`src/rtl/fifo_arb_pkg.sv`:
```
// fifo_arb_pkg: shared state encoding and default sizes for the FIFO write arbiter.
package fifo_arb_pkg;
    typedef enum logic {
        ST_IDLE  = 1'b0,
        ST_ISSUE = 1'b1
    } state_e;
    localparam int NUM_REQ_DEF = 4;
    localparam int DATA_W_DEF  = 8;
    localparam int STALL_CNT_W = 16;
endpackage

```
`src/rtl/fifo_write_arbiter_rr_pick.sv`:
```
// rr_pick: combinational round-robin picker, first set bit searching upward from last+1 with wrap.
module rr_pick #(
    parameter int N  = 4,
    parameter int LW = $clog2(N)
) (
    input  logic [N-1:0]  req,
    input  logic [LW-1:0] last,
    output logic [N-1:0]  win,
    output logic [LW-1:0] win_idx
);
    always_comb begin
        win     = '0;
        win_idx = '0;
        // Walk from the farthest offset down so the nearest requester overwrites last.
        for (int k = N; k >= 1; k--) begin
            if (req[LW'((int'(last) + k) % N)]) begin
                win_idx = LW'((int'(last) + k) % N);
                win     = '0;
                win[LW'((int'(last) + k) % N)] = 1'b1;
            end
        end
    end
endmodule

```
`src/rtl/fifo_write_arbiter.sv`:
```
// fifo_write_arbiter: round-robin sharing of one FIFO write port between NUM_REQ producers.
// Optional FIFO_ARB_STALL_CNT_EN adds a saturating count of ISSUE cycles held by fifo_full.
module fifo_write_arbiter
    import fifo_arb_pkg::*;
#(
    parameter int NUM_REQ = NUM_REQ_DEF,
    parameter int DATA_W  = DATA_W_DEF
) (
    input  logic                      clk_in,
    input  logic                      reset,
    input  logic                      flush,
    input  logic [NUM_REQ-1:0]        req,
    input  logic [NUM_REQ*DATA_W-1:0] req_data,
    input  logic                      fifo_full,
    output logic [NUM_REQ-1:0]        gnt,
    output logic                      insert,
    output logic [DATA_W-1:0]         data_out,
`ifdef FIFO_ARB_STALL_CNT_EN
    output logic [STALL_CNT_W-1:0]    stall_cnt,
`endif
    output logic                      busy
);
    localparam int LW = $clog2(NUM_REQ);

    state_e              state_q, state_d;
    logic [LW-1:0]       last_q, last_d, sel_q, sel_d, win_idx;
    logic [NUM_REQ-1:0]  sel_oh_q, sel_oh_d, win, gnt_q, gnt_d;
    logic [DATA_W-1:0]   word_q, word_d, dout_q, dout_d;
    logic                insert_q, insert_d, take, issue;

    rr_pick #(.N(NUM_REQ), .LW(LW)) u_pick (
        .req     (req),
        .last    (last_q),
        .win     (win),
        .win_idx (win_idx)
    );

    assign take  = state_q == ST_IDLE && !flush && |req;
    assign issue = state_q == ST_ISSUE && !flush && !fifo_full;

    always_ff @(posedge clk_in or posedge reset) begin
        if (reset) begin
            state_q  <= ST_IDLE;
            last_q   <= LW'(NUM_REQ - 1);
            sel_q    <= '0;
            sel_oh_q <= '0;
            word_q   <= '0;
            gnt_q    <= '0;
            insert_q <= 1'b0;
            dout_q   <= '0;
        end else begin
            state_q  <= state_d;
            last_q   <= last_d;
            sel_q    <= sel_d;
            sel_oh_q <= sel_oh_d;
            word_q   <= word_d;
            gnt_q    <= gnt_d;
            insert_q <= insert_d;
            dout_q   <= dout_d;
        end
    end

    always_comb begin
        state_d = state_q;
        if (state_q == ST_ISSUE && (flush || !fifo_full)) state_d = ST_IDLE;
        else if (take) state_d = ST_ISSUE;
    end

    always_comb begin
        sel_d    = take ? win_idx : sel_q;
        sel_oh_d = take ? win : sel_oh_q;
        word_d   = take ? req_data[win_idx*DATA_W +: DATA_W] : word_q;
        last_d   = issue ? sel_q : last_q;
        gnt_d    = issue ? sel_oh_q : '0;
        insert_d = issue;
        dout_d   = issue ? word_q : dout_q;
    end

    assign gnt      = gnt_q;
    assign insert   = insert_q;
    assign data_out = dout_q;
    assign busy     = state_q != ST_IDLE;

`ifdef FIFO_ARB_STALL_CNT_EN
    logic [STALL_CNT_W-1:0] stall_q;
    always_ff @(posedge clk_in or posedge reset) begin
        if (reset) stall_q <= '0;
        else if (state_q == ST_ISSUE && !flush && fifo_full && stall_q != '1) stall_q <= stall_q + STALL_CNT_W'(1);
    end
    assign stall_cnt = stall_q;
`endif
endmodule

```
`config.mk`:
```
export PLATFORM = sky130hd
export DESIGN_NAME = fifo_write_arbiter
export DESIGN_NICKNAME = d
export VERILOG_FILES = /design/src/rtl/fifo_arb_pkg.sv /design/src/rtl/fifo_write_arbiter_rr_pick.sv /design/src/rtl/fifo_write_arbiter.sv
export SDC_FILE = /design/constraint.sdc
export NUM_CORES = 1
export LEC_CHECK = 0
export CORE_MARGIN = 5
export CORE_UTILIZATION = 25
export CTS_BUF_LIST = sky130_fd_sc_hd__clkbuf_8
export CTS_CLUSTER_DIAMETER = 200
export DETAILED_ROUTE_END_ITERATION = 10
export GPL_TIMING_DRIVEN = 1
export PLACE_DENSITY = 0.59
export SLEW_MARGIN = 20
export SYNTH_ARGS = -nofsm -noshare
export SYNTH_HDL_FRONTEND = slang
export SYNTH_HIERARCHICAL = 1
export SYNTH_SLANG_ARGS = --single-unit
```
`constraint.sdc`:
```
create_clock -name clk_in -period 5.2 [get_ports clk_in]
set_clock_uncertainty 0.1 [all_clocks]
set_input_delay 0.78 -clock clk_in [delete_from_list [all_inputs] [get_ports clk_in]]
set_output_delay 0.78 -clock clk_in [all_outputs]
set_load 0.005 [all_outputs]
```
Word-level counts from Yosys, hierarchy flattened
Index checks and enable logic that the tools add are counted.
W data, S select, Z words.

storage, ports and cells
  register bits = 30
  logic and storage cells = 67
  input port bits = 40

cells by class
  shifts and indexed selects = 1
  $add $sub $neg = 4
  order comparisons = 8
  bitwise operators = 1
  muxes and demuxes = 31
  reduce and logical (&&, ||, !) cells = 14

operator list
  cell                   count
  $shiftx A32 B6 Y8      1
  $mux W4                5
  $lt A2 B4 Y1 const B   4
  $mux W1                14
  $logic_and A1 B1 Y1    9
  $bmux W1 S2            4
  $demux W1 S2           4
  $ge A2 B1 Y1 const B   4
  $mux W2                4
  $add A2 B1 Y2 const B  2
  $add A2 B2 Y2 const B  2
  $reduce_or A4 Y1       1
  $logic_not A1 Y1       2
  $reduce_bool A2 Y1     1
  $logic_or A1 B1 Y1     1
  $not A1 Y1             1

Logic depth before layout (Yosys ltp)
  depth after elaboration = 9
  depth in mapped cells = 11
  depth with buffers taken out = 8

By module
Netlist, hierarchy kept.

by module, submodules not included
  module              seq. area each (µm²)  times used  area each (µm²)  cells an instance
  fifo_write_arbiter  753.2                 1           1312.5           76
  rr_pick             0.0                   1           574.3            76

Worst setup path after synthesis
No wires, ideal clock.

  path kind = flip-flop to flip-flop
  start point = reg last_q[0]
  end point = reg word_q[0]
  stages on the path, launching flop included = 12
  slack = 2.060 ns
  buffers on the path = 3
  arrival time = 2.915 ns
  period minus slack after synthesis = 3.140 ns
  path through = dfstp_2 -> buf_6 -> inv_1 -> ha_1 -> buf_4 -> mux2i_1 -> mux2_2 -> o21ai_0 -> a21oi_1 -> buf_2 -> mux4_2 -> mux2_2

on the way
  longest elaborated chain between the ends = 9
  elaborated cells on any way between the ends = 21

ends and longest elaborated chain
  what                                         RTL line                                                            source
  from (decl)                                  fifo_write_arbiter.sv:26                                            logic [LW-1:0] last_q, last_d, sel_q, sel_d, win_idx;
  from (signal assigned)                       fifo_write_arbiter.sv:44                                            last_q <= LW'(NUM_REQ - 1);
  from (signal assigned)                       fifo_write_arbiter.sv:53                                            last_q <= last_d;
  $add A2 B1 Y2                                fifo_write_arbiter_rr_pick.sv:16, fifo_write_arbiter_rr_pick.sv:17
  $bmux W1 S2                                  fifo_write_arbiter_rr_pick.sv:16                                    if (req[LW'((int'(last) + k) % N)]) begin
  $mux W1 (not written as such) (2 in series)  fifo_write_arbiter_rr_pick.sv:16
  $mux W2 (3 in series)                        fifo_write_arbiter_rr_pick.sv:16
  $mux W2 *                                    fifo_write_arbiter_rr_pick.sv:16
  via win_idx[0]                               fifo_write_arbiter.sv:26
  $shiftx A32 B6 Y8 *                          fifo_write_arbiter.sv:72                                            word_d = take ? req_data[win_idx*DATA_W +: DATA_W] : word_q;
  to (signal assigned)                         fifo_write_arbiter.sv:56                                            word_q <= word_d;
  to (decl)                                    fifo_write_arbiter.sv:28                                            logic [DATA_W-1:0] word_q, word_d, dout_q, dout_d;

Mark *: on every way through the listed nets, which the timed path passes. The rest lies on a longest branch. The select of a mux whose other input is x is not followed.
A chain may end at the register's enable or synchronous reset.

Final worst setup path
  start point = reg last_q[0]
  end point = reg word_q[2]

The elaborated chain is that of the path after synthesis.

==> results.md <==
- The flow ran to the end, and the final reports show no timing, DRC or antenna violations.
- The total via count in the routed design is 1,368.
- The setup TNS after final layout is 0 ps.
- The floorplan step defined a die boundary enclosing 0.00938 mm2.
- In this run the worst path has a maximum fanout of 15.
- The number of antenna violations at the first check in global routing is 0.
- The library cell used most frequently in the layout, excluding fill and tap cells, is sky130_fd_sc_hd__clkdlybuf4s50_1.
- The type of the setup path with the least slack is flop to flop.
- The final critical-path required period is 3610 ps.
- The number of levels in the clock H-tree is 2.
- The overall die width is 96.9 um.
- Entering global routing, the biggest net connects 31 pins.
- The synthesized netlist occupies a cell area of 0.00189 mm2.
- In this run the worst hold path is classified as flop to flop.
- At the end of the flow, the number of nets in the layout was 253.
- At the end of routability-driven placement, the weighted congestion stood at 0.776.
- The floorplan core area is 0.00729 mm2.
- The I/O pin count is 54.
- The number of synthesized register bits is 30.
- The critical hold path startpoint is sel_oh_q[2].
- The estimated wirelength of the detail-placed design is 3210 um.
- The worst reg2reg path startpoint is last_q[0].
- The fraction of final layout cells sized beyond drive strength 1 is 24.4%.
- The clock latency at the later pin of the worst-skew pair is 280 ps.
- The die is 96.9 um tall.
- Across all hold checks on the routed design, the worst slack comes to 372 ps.
- The total global routing overflow is 0.
- The post-CTS setup-driven buffer insertion count is 0.
- The number of pins with negative max-slew slack in the final report is 0.
- The leakage power is 0.00104 uW.
- The maximum buffer depth of the clock tree is 2.
- The DRC violations left is 0.
- In this run the tool buffered the top-level ports with 53 buffer cells.
- The starting density of the core is 25.9%.
- In the final routed layout, each cell accounts on average for 14.1 um.
- For this run, the register share of the synthesized area comes to 39.9%.
- The post-synthesis cell type count is 37.
- After routing the design area is 0.00258 mm2.
- The number of cells on the worst reg-to-reg path is 9.
- The initialized floorplan defines 31 standard-cell rows.
- For the pin with the worst max-slew slack, the measured transition is 729 ps.
- The clock sink count is 30.
- When the netlist entered floorplanning its net count stood at 200.
- The first global-routing pass estimated 7340 um of wire.
- The remaining antenna violation count is 0.
- The post-detailed-route via-to-cell ratio is 4.50.
- STA classifies the critical path endpoint as a flop.
- In this run the critical register-to-register path is captured at word_q[2].
- The clock tree from TritonCTS is yes.
- At the worst endpoint, the arrival time is 3680 ps.
- Each instance of the synthesized netlist takes up on average 12.4 um2.
- The setup slack of the most critical reg-to-reg path is 1590 ps.
- The antenna cell count is 0.
- Once placement finished, the instance area stood at 0.00249 mm2.
- For this run, the number of Yosys warnings is 6.
- Leaving out fill and tap cells, the most frequent cells in the layout are sky130_fd_sc_hd__clkdlybuf4s50_1 (53), sky130_fd_sc_hd__dfrtp_1 (28), sky130_fd_sc_hd__mux2_2 (25).
- The max-cap check violation count is 0.
- The gate count after technology mapping is 152.
- Gates resized during post-CTS repair numbered 0.
- From synthesis to final layout, the design area changed by 36.5%.
- In the global route stage, overall resource usage came out at 9.50%.
- The period utilization is 69.4%.
- The final hold violation count is 0.
- Clock tree synthesis inserted a total of 5 buffers.
- In this run the tightest slew margin relative to its limit is 51.3%.
- The data required time at the worst endpoint is 5270 ps.
- The cell count of the worst hold path is 1.
- Static timing analysis puts the maximum clock frequency at 0.277 GHz.
- Setup violations remaining at the end of the flow were counted as 0.
- The maximum resistive drop on vdd is 0.207 mV.
- The tree is rooted in a sky130_fd_sc_hd__clkbuf_8.
- Before antenna repair, the detailed router went through 4 iterations.
- The initial detailed-routing violation count is 64.
- The wire length reported by the detailed router is 4270 um.
- Setup repair after global routing left no endpoint under its margin.
- The end point of the most critical hold path is gnt[2].
- The number of global-route vias before repair is 1,536.
- After clock tree synthesis, the clock-pin slew on the worst setup and hold paths is 60 ps.
- The power per standard cell area is 492 mW/mm2.
- The category of the worst setup path launch point is a flop.
- The count of hold buffers inserted by post-cts repair is 0.
## flip-flops by register name, summed over array words and instances, names as in the netlist
name      cells
busy          1
gnt           4
data_out      8
word_q        8
last_q        2
sel_oh_q      4
sel_q         2
insert        1
## critical path, stage by stage, from the launching register on
cell,delay (ps)
sky130_fd_sc_hd__dfstp_2,730
sky130_fd_sc_hd__inv_1,260
sky130_fd_sc_hd__ha_1,640
sky130_fd_sc_hd__mux2i_1,230
sky130_fd_sc_hd__mux2_2,260
sky130_fd_sc_hd__o21ai_0,100
sky130_fd_sc_hd__a21oi_1,150
sky130_fd_sc_hd__buf_4,240
sky130_fd_sc_hd__mux4_2,530
sky130_fd_sc_hd__mux2_2,270
## per-stage QoR
step	setup WS (ps)	power, uW	util [%]	cells
detailed placement	1550	1110	34.1	296
finish	1590	1270	35.3	304
global route	1380	1380	35.3	304
CTS	1570	1290	35.1	303
floorplan	2060	912	-	152
global placement	1580	1100	34.1	296
## power by group
group          switching (uW)  leakage, uW  total, uW  internal (uW)
Clock                    78.7    0.0000466        167           87.9
Sequential               73.4     0.000365        410            337
Combinational             294     0.000632        689            395
## cell usage after synthesis (all sizes together)
master	instances	area share, %
dfrtp	28	37
mux2	25	15
mux4	10	12
mux2i	9	4.8
buf	8	3.2
ha	8	5.3
inv	8	1.6
a21oi	6	1.6
o21ai	6	1.6
nand2	5	0.99
and2	4	1.3
nor2	4	0.80
nor2b	4	1.3
clkbuf	3	0.93
nand3	3	0.80
a21o	2	0.93
a32oi	2	0.93
dfstp	2	2.8
a211oi	1	0.40
a311oi	1	0.46
a31oi	1	0.33
nand2b	1	0.33
nand3b	1	0.40
nor3	1	0.26
nor3b	1	0.66
o211ai	1	0.40
o21bai	1	0.40
o221ai	1	0.46
o22ai	1	0.33
o32ai	1	0.46
o41ai	1	1.5
or3	1	0.33
or3b	1	0.46
## cell type report
cell class	count	area [um2]
sequential	30	753
fill	775	4720
inverter	8	30.0
multi-input combinational	103	1030
timing repair buffer	57	561
tap	99	124
clock inverter	2	7.51
clock buffer	5	68.8
## metal layers
| metal | GRT usage (%) | up-vias | wire, um |
|---|---|---|---|
| met5 | 0 | - | 0 |
| met4 | 2.81 | 0 | 50 |
| met3 | 4.17 | 6 | 275 |
| met2 | 16.2 | 41 | 2090 |
| met1 | 10.7 | 652 | 1860 |
| li1 | - | 669 | - |
## logic make-up (layout without fill, tap and decap cells)
logic type               after synthesis  count (layout)  synth area share (%)
AO/OA/AOI/OAI                         25              25                  9.75
flip-flops                            30              30                  39.9
multiplexers                          44              44                  31.6
AND/OR/NAND/NOR                       26              26                  7.69
buffers and inverters                 19              72                  5.70
adder cells (fa/ha/maj)                8               8                  5.31
## worst max path at each step
stage,slack [ps],startpoint,to,cells after the start
after floorplan,2060,last_q[0],word_q[0],11
after global placement,1580,req[1],word_q[2],8
after detailed placement,1550,req[1],word_q[2],8
after CTS,1570,last_q[0],word_q[2],9
after global routing,1380,last_q[0],word_q[5],9
final,1590,last_q[0],word_q[2],9
Power figures use the tool's default switching activity.
